### src/rtl/disp_pkg.sv
// Shared types and constants for the seven-segment scan driver.
package disp_pkg;

   typedef logic [6:0] seg_t;

   // Active-low segment pattern with every segment dark.
   localparam seg_t SEG_OFF = 7'b1111111;

   // Active-low gfedcba patterns for hex digits 0..F.
   localparam seg_t HEX_SEG_TABLE [0:15] = '{
      7'b1000000,  // 0
      7'b1111001,  // 1
      7'b0100100,  // 2
      7'b0110000,  // 3
      7'b0011001,  // 4
      7'b0010010,  // 5
      7'b0000010,  // 6
      7'b1111000,  // 7
      7'b0000000,  // 8
      7'b0010000,  // 9
      7'b0001000,  // A
      7'b0000011,  // b
      7'b1000110,  // C
      7'b0100001,  // d
      7'b0000110,  // E
      7'b0001110   // F
   };

endpackage

### src/rtl/display.sv
// Combinational hex-nibble to active-low seven-segment decoder.
module display
   import disp_pkg::*;
(
   input  logic [3:0] s,
   output logic [6:0] seg
);

   assign seg = HEX_SEG_TABLE[s];

endmodule

### src/rtl/display_scan_n.sv
// Time-multiplexed driver for NUM_DIGITS common-anode seven-segment digits with
// per-slot blanking, frame-atomic data update, digit masking and leading-zero blanking.
module display_scan_n
   import disp_pkg::*;
#(
   parameter int unsigned NUM_DIGITS  = 2,
   parameter int unsigned DIV_COUNT   = 4800,
   parameter int unsigned BLANK_COUNT = 240
) (
   input  logic                    clk,
   input  logic                    reset,
   input  logic                    load,
   input  logic [4*NUM_DIGITS-1:0] data,
   input  logic [NUM_DIGITS-1:0]   digit_mask,
   input  logic                    lz_blank,
   output logic [6:0]              seg,
   output logic [NUM_DIGITS-1:0]   an,
   output logic                    frame_done
);

   localparam int unsigned SW = (DIV_COUNT > 1) ? $clog2(DIV_COUNT) : 1;
   localparam int unsigned DW = (NUM_DIGITS > 1) ? $clog2(NUM_DIGITS) : 1;

   localparam logic [SW-1:0] SLOT_LAST  = SW'(DIV_COUNT - 1);
   localparam logic [SW-1:0] SLOT_BLANK = SW'(BLANK_COUNT);
   localparam logic [DW-1:0] DIG_LAST   = DW'(NUM_DIGITS - 1);

   if (BLANK_COUNT >= DIV_COUNT || NUM_DIGITS < 1 || DIV_COUNT < 2) begin : g_param_check
      $error("display_scan_n: need NUM_DIGITS >= 1, DIV_COUNT >= 2, BLANK_COUNT < DIV_COUNT");
   end

   logic [SW-1:0]           r_slot_cnt;
   logic [DW-1:0]           r_digit_idx;
   logic [4*NUM_DIGITS-1:0] r_shadow;
   logic [4*NUM_DIGITS-1:0] r_active;
   logic [6:0]              r_seg;
   logic [NUM_DIGITS-1:0]   r_an;
   logic                    r_frame_done;

   logic                    w_frame_end;
   logic                    w_zero_above;
   logic [NUM_DIGITS-1:0]   w_lz;
   logic [3:0]              w_nib;
   logic                    w_sel_on;
   logic [NUM_DIGITS-1:0]   w_an_sel;
   logic [6:0]              w_dec_seg;
   logic [6:0]              w_seg_d;
   logic [NUM_DIGITS-1:0]   w_an_d;

   assign w_frame_end = (r_slot_cnt == SLOT_LAST) && (r_digit_idx == DIG_LAST);

   // Slot counter wraps every DIV_COUNT cycles and then advances the scanned digit.
   always_ff @(posedge clk or posedge reset) begin
      if (reset) begin
         r_slot_cnt  <= '0;
         r_digit_idx <= '0;
      end else if (r_slot_cnt == SLOT_LAST) begin
         r_slot_cnt  <= '0;
         r_digit_idx <= (r_digit_idx == DIG_LAST) ? '0 : r_digit_idx + 1'b1;
      end else begin
         r_slot_cnt  <= r_slot_cnt + 1'b1;
      end
   end

   // Shadow takes every load; active is only refreshed at the frame boundary so a frame never
   // tears. A load in the boundary cycle itself bypasses the shadow.
   always_ff @(posedge clk or posedge reset) begin
      if (reset) begin
         r_shadow <= '0;
         r_active <= '0;
      end else begin
         if (load) begin
            r_shadow <= data;
         end
         if (w_frame_end) begin
            r_active <= load ? data : r_shadow;
         end
      end
   end

   // A digit is a leading zero when it and every more significant nibble are zero; digit 0
   // always stays visible so a zero value still shows one "0".
   always_comb begin
      w_zero_above = 1'b1;
      w_lz         = '0;
      for (int i = int'(NUM_DIGITS) - 1; i >= 0; i--) begin
         w_zero_above = w_zero_above & (r_active[4*i +: 4] == 4'h0);
         w_lz[i]      = lz_blank & w_zero_above;
      end
      w_lz[0] = 1'b0;
   end

   // Select the nibble, lit condition and anode pattern of the digit being scanned.
   always_comb begin
      w_nib    = 4'h0;
      w_sel_on = 1'b0;
      w_an_sel = '1;
      for (int i = 0; i < int'(NUM_DIGITS); i++) begin
         if (r_digit_idx == DW'(i)) begin
            w_nib       = r_active[4*i +: 4];
            w_sel_on    = digit_mask[i] & ~w_lz[i];
            w_an_sel[i] = 1'b0;
         end
      end
   end

   display u_display (
      .s   (w_nib),
      .seg (w_dec_seg)
   );

   // Dark during the anti-ghosting window and for masked or blanked digits.
   always_comb begin
      w_seg_d = SEG_OFF;
      w_an_d  = '1;
      if ((r_slot_cnt >= SLOT_BLANK) && w_sel_on) begin
         w_seg_d = w_dec_seg;
         w_an_d  = w_an_sel;
      end
   end

   // Registered pin drivers; they trail the counter state by one clock.
   always_ff @(posedge clk or posedge reset) begin
      if (reset) begin
         r_seg        <= SEG_OFF;
         r_an         <= '1;
         r_frame_done <= 1'b0;
      end else begin
         r_seg        <= w_seg_d;
         r_an         <= w_an_d;
         r_frame_done <= w_frame_end;
      end
   end

   assign seg        = r_seg;
   assign an         = r_an;
   assign frame_done = r_frame_done;

endmodule

### config.mk
export PLATFORM = sky130hd
export DESIGN_NAME = display_scan_n
export DESIGN_NICKNAME = d
export VERILOG_FILES = /design/src/rtl/disp_pkg.sv /design/src/rtl/display.sv /design/src/rtl/display_scan_n.sv
export SDC_FILE = /design/constraint.sdc
export NUM_CORES = 1
export LEC_CHECK = 0
export BUFFER_PORTS_ARGS = -buffer_cell sky130_fd_sc_hd__buf_2
export CAP_MARGIN = 20
export CORE_AREA = 2 2 77 79
export DETAILED_ROUTE_END_ITERATION = 10
export DIE_AREA = 0 0 79 81
export HOLD_SLACK_MARGIN = 0.15
export REMOVE_ABC_BUFFERS = 1
export SLEW_MARGIN = 20
export SYNTH_ARGS = -nofsm -noshare
export SYNTH_HDL_FRONTEND = slang
export SYNTH_SLANG_ARGS = --single-unit
### constraint.sdc
create_clock -name clk -period 2.25 [get_ports clk]
set_clock_uncertainty 0.1 [all_clocks]
set_input_delay 0.45 -clock clk [delete_from_list [all_inputs] [get_ports clk]]
set_output_delay 0.45 -clock clk [all_outputs]
set_load 0.01 [all_outputs]
; After elaboration in Yosys (flattened, before gate mapping)
; Memory sizes are Yosys's and may differ from the RTL's.
; Index checks and enable logic that the tools add are counted.
[word_totals]
regBits = 40
rom_bits = 112
memories = 1
[memory_table]
columns = memory, words, width, read_ports, rd_ports_with_merged_regs, wr, line_no
row1 = (name not given), 16, 7, 1, 0, 0, display.sv:9  ; assign seg = HEX_SEG_TABLE[s];
[op_classes]
n_addsub = 2
n_lt_le_gt_ge = 2
n_eq_ne = 1
n_mux = 11
bitwise_logic = 4
reduce_logical = 3
[ops]
columns = cell, n
row1 = $mux W7, 3
row2 = $add A13 B1 Y13 const B, 1
row3 = $eq A13 B13 Y1 const B, 1
row4 = $ge A13 B8 Y1 const B, 1
row5 = $mux W13, 1
row6 = $mux W8, 1
row7 = $ge A5 B5 Y1 const B, 1
row8 = $not A4 Y5, 1
row9 = $logic_not A4 Y1, 1
row10 = $mux W1, 4
row11 = $mux W4, 1
row12 = $and A1 B1 Y1, 2
row13 = $logic_and A1 B1 Y1, 2
row14 = $mux W2, 1
row15 = $add A1 B1 Y1 const B, 1
row16 = $not A1 Y1, 1

; Longest topological paths before layout
; Gate-level depths: netlist of the first run.
[depth]
word_depth = 7
depth_mapped = 7
mapped_depth_nobuf = 6

; Cells and area by module
; Synthesis of the first run repeated with hierarchy kept, for this count alone.
[hier_totals]
hier_cells = 166
area_unflattened_um2 = 1973.1
[by_module_without_submodules]
columns = mod, instances, cells_per_inst, area_per_inst_um2, seq_area_each_um2
row1 = display_scan_n, 1, 134, 1697.9, 1012.2
row2 = display, 1, 32, 275.3, 0.0

; Least setup slack after synthesis of the first run
; OpenSTA, ideal clock, no wires.
[synth_timing]
kind = register to register
from = reg r_slot_cnt[0]
to = reg r_active[0]
setup_ns = 0.125
arrival_ns = 1.756
t_required_ns = 2.025
slack_ns = 0.270
path_stages_with_launch = 6
path_buffers = 0
path_cell_list = dfrtp_1 ha_1 nand3_1 nor4_4 nand2_4 mux2_2
[synth_between]
elab_chain_len = 2
[synth_rtl]
columns = item, line_no
row1 = from (decl), display_scan_n.sv:32  ; logic [SW-1:0] r_slot_cnt;
row2 = from (signal assigned), display_scan_n.sv:61  ; r_slot_cnt <= r_slot_cnt + 1'b1;
row3 = $eq A13 B13 Y1, display_scan_n.sv:50  ; assign w_frame_end = (r_slot_cnt == SLOT_LAST) && (r_digit_idx == DIG_LAST);
row4 = $logic_and A1 B1 Y1, display_scan_n.sv:50
row5 = to (signal assigned), display_scan_n.sv:76  ; r_active <= load ? data : r_shadow;
row6 = to (decl), display_scan_n.sv:35  ; logic [4*NUM_DIGITS-1:0] r_active;
; No other way between the ends.
; A chain may end at the register's enable or synchronous reset.

; Final worst setup path of the first run
[layout_timing]
from = reg r_slot_cnt[10]
to = reg r_seg[6] (netlist: seg[6])
[layout_between]
elab_chain_len = 3
[layout_rtl]
columns = item, line_no
row1 = $ge A13 B8 Y1, display_scan_n.sv:116  ; if ((r_slot_cnt >= SLOT_BLANK) && w_sel_on) begin
row2 = $logic_and A1 B1 Y1, display_scan_n.sv:116
row3 = $mux W7, display_scan_n.sv:116
row4 = named net w_seg_d[6], display_scan_n.sv:47  ; logic [6:0] w_seg_d;
row5 = to (signal assigned), display_scan_n.sv:129  ; r_seg <= w_seg_d;
row6 = to (decl), display_scan_n.sv:36  ; logic [6:0] r_seg;
; The timed path passes the listed nets, and every way through them passes these cells.

==> results.md, run 1 <==
- Status: finished clean
- Vias in the first global route: 1271
- # Max-Cap Violations: 0
- Crit. End Element: flip-flop
- Post-layout util: 39.3%
- Fin crit period: 2020 ps
- Min-Delay Path Class: in -> async
- I/O Pins: 24
- Vias per cell: 4.77
- Slack of the critical path: 232 ps
- Clock latency on the worst-skew pair: 300 ps
- Total power: 1470 uW
- RSZ-0062 raised after global routing: no
- Share of the yosys chip area belonging to registers: 54.1%
- Initial cell density of the core: 33.0%
- Place WS: 248 ps
- EDFF count, synth: 0
- Total GRT Usage: 12.2%
- Area grow syn2layout: 19.2%
- Routed Antenna Nets: 0
- Dpl hpwl: 2.48 mm
- Hold Buf Count CTS: 0
- Initial antenna violation count: 0
- Drt first pass iters: 4
- Placeable Area: 0.00568 mm2
- Synth Instances: 149
- Synth Cell Area: 0.00187 mm2
- Endpoints failing setup: 0
- RePlAce Congestion: 0.878
- Maximum VDD drop: 0.302 mV
- Via count: 1227
- Worst-Margin Slew: 498 ps
- Chip Width: 79 um
- Crit path required time: 2340 ps
- CP Max Fanout: 8
- Htree depth: 2
- Reg-to-Reg End: seg[6]$_DFF_PP1_
- Area contributors post-synth: dfrtp_1 41%, dfstp_2 13%, mux2_2 12%
- R2R depth: 4
- Yosys top cell area share: 41.4%
- Reg2reg setup slack: 230 ps
- First DRT Iteration DRCs: 66
- Die ar.: 0.00640 mm2
- Slew Viols, Final: 0
- Worst-path clk slew: 80 ps
- Crit path launch type: flip-flop
- CP Class: reg -> reg
- Pin count of the biggest net entering global routing: 41
- Global route overflow: 0
- Syn. warnings: 0
- Syn avg cell area: 12.6 um2
- Post-synth top area cell: dfrtp_1
- Rows: 28
- TritonCTS clock tree: yes
- Chip height: 81 um
- Setup TNS: 0 ps
- Final WL: 3.45 mm
- CTS root buffer: clkbuf_8
- Post-DR wirelength/cell: 13.4 um
- Setup crit end: seg[6]$_DFF_PP1_
- Critical Path AT: 2110 ps
- DRC viols: 0
- Input/output buffers: 23
- CP startpoint: r_slot_cnt[10]$_DFF_PP0_
- Fillers: 585
- Post-CTS resize count: 0
- Post-CTS Setup Inserts: 0
- Static leakage: 0.00102 uW
- Async set or reset register ratio after synthesis: 100%
- N_diodes: 0
- Synth unique cells: 36
- Dominant synthesized flop cell: dfrtp_1
- Clk buf depth: 2
- Synth Register Bits: 40
- FMAX: 496 MHz
- Layout cells sized above 1: 40.1%
- Slew headroom: 66.8%
- R2r startpoint: r_slot_cnt[10]$_DFF_PP0_
- First-pass GRT wire length: 5.94 mm
- Layout Nets: 203
- Tcrit/Tclk final: 89.7%
- Clock sinks: 40
- Final hold viol count: 0
- Power Density: 657 mW/mm2
- Num CTS Buffers: 5
-- worst max-delay path, stage by stage, from the launching register on --
cell      delay, ps
dfrtp_1         400
or3_4           420
or4b_2          630
o21a_1          220
o221ai_1        140
-- layout make-up --
class,count,area [um2],share of cell area (%)
sequential,40,1010,45.4
multi-input combinational,95,806,36.1
timing repair buffer,29,160,7.18
tap,75,93.8,4.21
clock buffer,6,82.6,3.70
clock inverter,2,38.8,1.74
inverter,10,37.5,1.68
-- cell usage in the layout, fill, tap and decap left out, types with 6 or more instances in the layout --
| cell type | instances |
|---|---|
| buf_4 | 6 |
| dfstp_2 | 9 |
| dfrtp_1 | 31 |
| mux2_2 | 20 |
| clkbuf_8 | 6 |
| buf_2 | 23 |
| ha_1 | 8 |
| nor2_1 | 6 |
| nand2_1 | 7 |
| inv_1 | 10 |
-- power by group --
group          switching [uW]  internal, uW  total, uW
combinational            50.8          46.5       97.3
sequential               8.29           741        749
clock                     257           363        619
total                     316          1150       1470
-- through the flow --
step           instances  area [um2]  hold WS (ps)
2_1_floorplan        145        1860           364
3_5_place_dp         249        2110           382
3_3_place_gp         249        2110           380
5_1_grt              257        2230           198
6_report             257        2230           164
4_1_cts              257        2230           175
-- kinds of logic after synthesis --
kind of cell	Yosys count	synth area share (%)
simple gates	38	12.3
fa+ha+maj	8	5.35
buf+inv	14	2.87
compound gates	14	5.35
flops	40	54.1
mux	25	15.4
xor+xnor	10	4.68
-- cell usage after synthesis (all sizes together), types with 2 or more instances --
cell type  number
nor2            6
nand2           8
xnor2           5
nor4            2
mux2i           4
dfstp           9
ha              8
nand4           3
inv            10
nand3           5
a31oi           2
nor2b           2
nor3            3
or3             2
xor2            5
mux2           20
o221ai          5
clkbuf          3
dfrtp          31
a21oi           3
-- sequential cells by signal, summed over array words and instances, names as in the netlist --
name / flops
an: 2
r_shadow: 8
frame_done: 1
r_digit_idx: 1
seg: 7
r_active: 8
r_slot_cnt: 13
-- per-layer routing --
| layer | GRT usage (%) | part of all wire (%) | wire length, um | vias up |
|---|---|---|---|---|
| li1 | - | - | - | 589 |
| met1 | 13.8 | 44 | 1510 | 606 |
| met2 | 20.8 | 50 | 1710 | 23 |
| met3 | 2.78 | 3.7 | 129 | 9 |
| met4 | 8.28 | 3.1 | 107 | 0 |
| met5 | 0 | 0 | 0 | - |
-- worst min-delay path by stage --
stage                             startpoint                        to  slack, ps  cells after the start
detailed placement     r_shadow[5]$_DFF_PP0_     r_shadow[5]$_DFF_PP0_        380                      1
floorplan           r_slot_cnt[10]$_DFF_PP0_  r_slot_cnt[10]$_DFF_PP0_        360                      1
global route                           reset   r_slot_cnt[1]$_DFF_PP0_        200                      3
finish                                 reset   r_slot_cnt[5]$_DFF_PP0_        160                      3
global placement       r_shadow[3]$_DFF_PP0_     r_shadow[3]$_DFF_PP0_        380                      1
CTS                                    reset   r_slot_cnt[5]$_DFF_PP0_        170                      3
(Power assumes the default switching activity.)
==> run 2: changes to the inputs <==
CTS_BUF_LIST = sky130_fd_sc_hd__clkbuf_4   (was not set)
MAX_ROUTING_LAYER = met4   (was not set)
==> run 2 against run 1 <==
Non-clock buffer count up 1; power down 9.7%; hold slack better by 74 ps; clock-buffer cell count down 1; combinational power up 1%; critical endpoint unchanged; largest cell class unchanged.
==> results.md, run 2 (synthesis gave the netlist of run 1 again) <==
- TritonCTS clock tree: yes
- First-pass GRT wire length: 5.93 mm (-0.10%)
- Post-layout util: 38.8% (-0.55 points)
- RePlAce Congestion: 0.892 (+1.7%)
- Commonest cells after routing, fill and taps aside: 31 x dfrtp_1, 23 x buf_2, 20 x mux2_2, 10 x inv_1, 9 x dfstp_2
- Drt first pass iters: 5 (+1)
- Post-DR wirelength/cell: 13.4 um (+0.10%)
- Slew headroom: 66.4% (-0.41 points)
- Reg2reg setup slack: 220 ps (about the same)
- Largest registers: r_slot_cnt: 13 flops, r_active: 8 flops, r_shadow: 8 flops
- Layout Nets: 204 (+0.49%)
- Max incr delay on CP: 630 ps (about the same)
- RSZ-0062 raised after global routing: no
- Critical Path AT: 2190 ps (+80 ps)
- Setup TNS: 0 ps (unchanged)
- Worst-path clk slew: 130 ps (+50 ps)
- Max reg flops: 13 (unchanged)
- Chip Width: 79 um (unchanged)
- Crit. End Element: flip-flop
- Crit path required time: 2410 ps (+70 ps)
- # Max-Cap Violations: 0 (unchanged)
- Input/output buffers: 23 (unchanged)
- Clk buf depth: 2 (unchanged)
- Dpl hpwl: 2.48 mm (unchanged)
- Tcrit/Tclk final: 90.2% (+0.54 points)
- Worst-Margin Slew: 504 ps (+6.14 ps)
- Fin crit period: 2030 ps (+12.2 ps)
- Layout cells sized above 1: 39.3% (-0.77 points)
- CP Class: reg -> reg
- CP bufs+invs: 0 (unchanged)
- Endpoints failing setup: 0 (unchanged)
- Footprint of the multi-input gates: 806 um2 (unchanged)
- CP Max Fanout: 8 (unchanged)
- Rows: 28 (unchanged)
- Place WS: 248 ps (unchanged)
- Top delay family on crit path: simple AND/OR/NAND/NOR gates
- Critical path's slowest cell: or4b_2
- Fillers: 585 (unchanged)
- Sequential Area: 0.00101 mm2 (unchanged)
- Total GRT Usage: 12.6% (+0.38 points)
- Largest Register: r_slot_cnt
- Min-Delay Path Class: in -> reg
- Status: finished clean
- Chip height: 81 um (unchanged)
- Critical path cell sequence: or3_4 -> or4b_2 -> o21a_1 -> o221ai_1
- Placeable Area: 0.00568 mm2 (unchanged)
- Global route overflow: 0 (unchanged)
- Initial antenna violation count: 0 (unchanged)
- Routed Antenna Nets: 0 (unchanged)
- Die ar.: 0.00640 mm2 (unchanged)
- Crit path launch type: flip-flop
- Maximum VDD drop: 0.225 mV (-26%)
- Final hold viol count: 0 (unchanged)
- Area grow syn2layout: 17.5%
- Htree depth: 2 (unchanged)
- Clock latency on the worst-skew pair: 360 ps (+60 ps)
- I/O Pins: 24 (unchanged)
- Vias in the first global route: 1261 (-0.79%)
- Via count: 1222 (-0.41%)
- Static leakage: 0.00100 uW (-1.4%)
- Num CTS Buffers: 5 (unchanged)
- Initial cell density of the core: 33.0% (unchanged)
- Post-CTS Setup Inserts: 0 (unchanged)
- First DRT Iteration DRCs: 77 (+17%)
- Slack of the critical path: 220 ps (-12.2 ps)
- FMAX: 493 MHz (-0.60%)
- DRC viols: 0 (unchanged)
- Commonest non-fill, non-tap cell in the layout: dfrtp_1
- Vias per cell: 4.74 (-0.79%)
- Power Density: 602 mW/mm2 (-8.4%)
- N_diodes: 0 (unchanged)
- Slew Viols, Final: 0 (unchanged)
- Final WL: 3.47 mm (+0.49%)
- Clock sinks: 40 (unchanged)
- Pin count of the biggest net entering global routing: 41 (unchanged)
- CTS root buffer: clkbuf_4
## run 2: what timing repair did
action	CTS	global route
hold buffers	1	0
hold endpoints to repair	31	0
gates resized for setup	0	0
## run 2: worst register-to-register path, stage by stage, from the launching register on
cell	delay (ps)
dfrtp_1	420
or3_4	410
or4b_2	630
o21a_1	230
o221ai_1	150
## run 2: routing by layer
layer  vias up  routed length, um  GRT usage (%)
met2        29               1770           21.6
met4         0                 89           5.86
met3         8                149           3.78
met1       593               1460           13.5
li1        592                  -              -
met5         -                  0              -
## run 2: power breakdown
part / leakage, uW / switching, uW / internal [uW]
sequential: 0.000486 / 8.30 / 741
clock: 0.0000428 / 244 / 232
combinational: 0.000473 / 51.0 / 47.5
total: 0.00100 / 303 / 1020
## run 2: cell type report
cell class / count / area share [%]
Inverter: 10 / 1.71
Timing Repair Buffer: 30 / 7.74
Multi-Input combinational cell: 95 / 36.6
Sequential cell: 40 / 46.0
Tap cell: 75 / 4.27
Clock buffer: 5 / 1.71
Clock inverter: 3 / 1.93
## run 2: final timing paths
kind,cells past startpoint,end,startpoint
worst max-delay path,4,seg[6]$_DFF_PP1_,r_slot_cnt[10]$_DFF_PP0_
worst min-delay path,2,r_shadow[4]$_DFF_PP0_,data[4]
worst max register to register,4,seg[6]$_DFF_PP1_,r_slot_cnt[10]$_DFF_PP0_
worst min register to register,1,r_slot_cnt[10]$_DFF_PP0_,r_slot_cnt[10]$_DFF_PP0_
max in group asynchronous,4,seg[3]$_DFF_PP1_,reset
min in group asynchronous,4,r_slot_cnt[5]$_DFF_PP0_,reset
## run 2: per-stage QoR
| stage | hold slack (ps) | instances | total power, uW | cell area [um2] |
|---|---|---|---|---|
| after CTS | 226 | 258 | 1340 | 2200 |
| after global placement | 380 | 249 | 859 | 2110 |
| after floorplan | 364 | 145 | 826 | 1860 |
| final | 238 | 258 | 1320 | 2200 |
| after global routing | 222 | 258 | 1390 | 2200 |
| after detailed placement | 382 | 249 | 863 | 2110 |
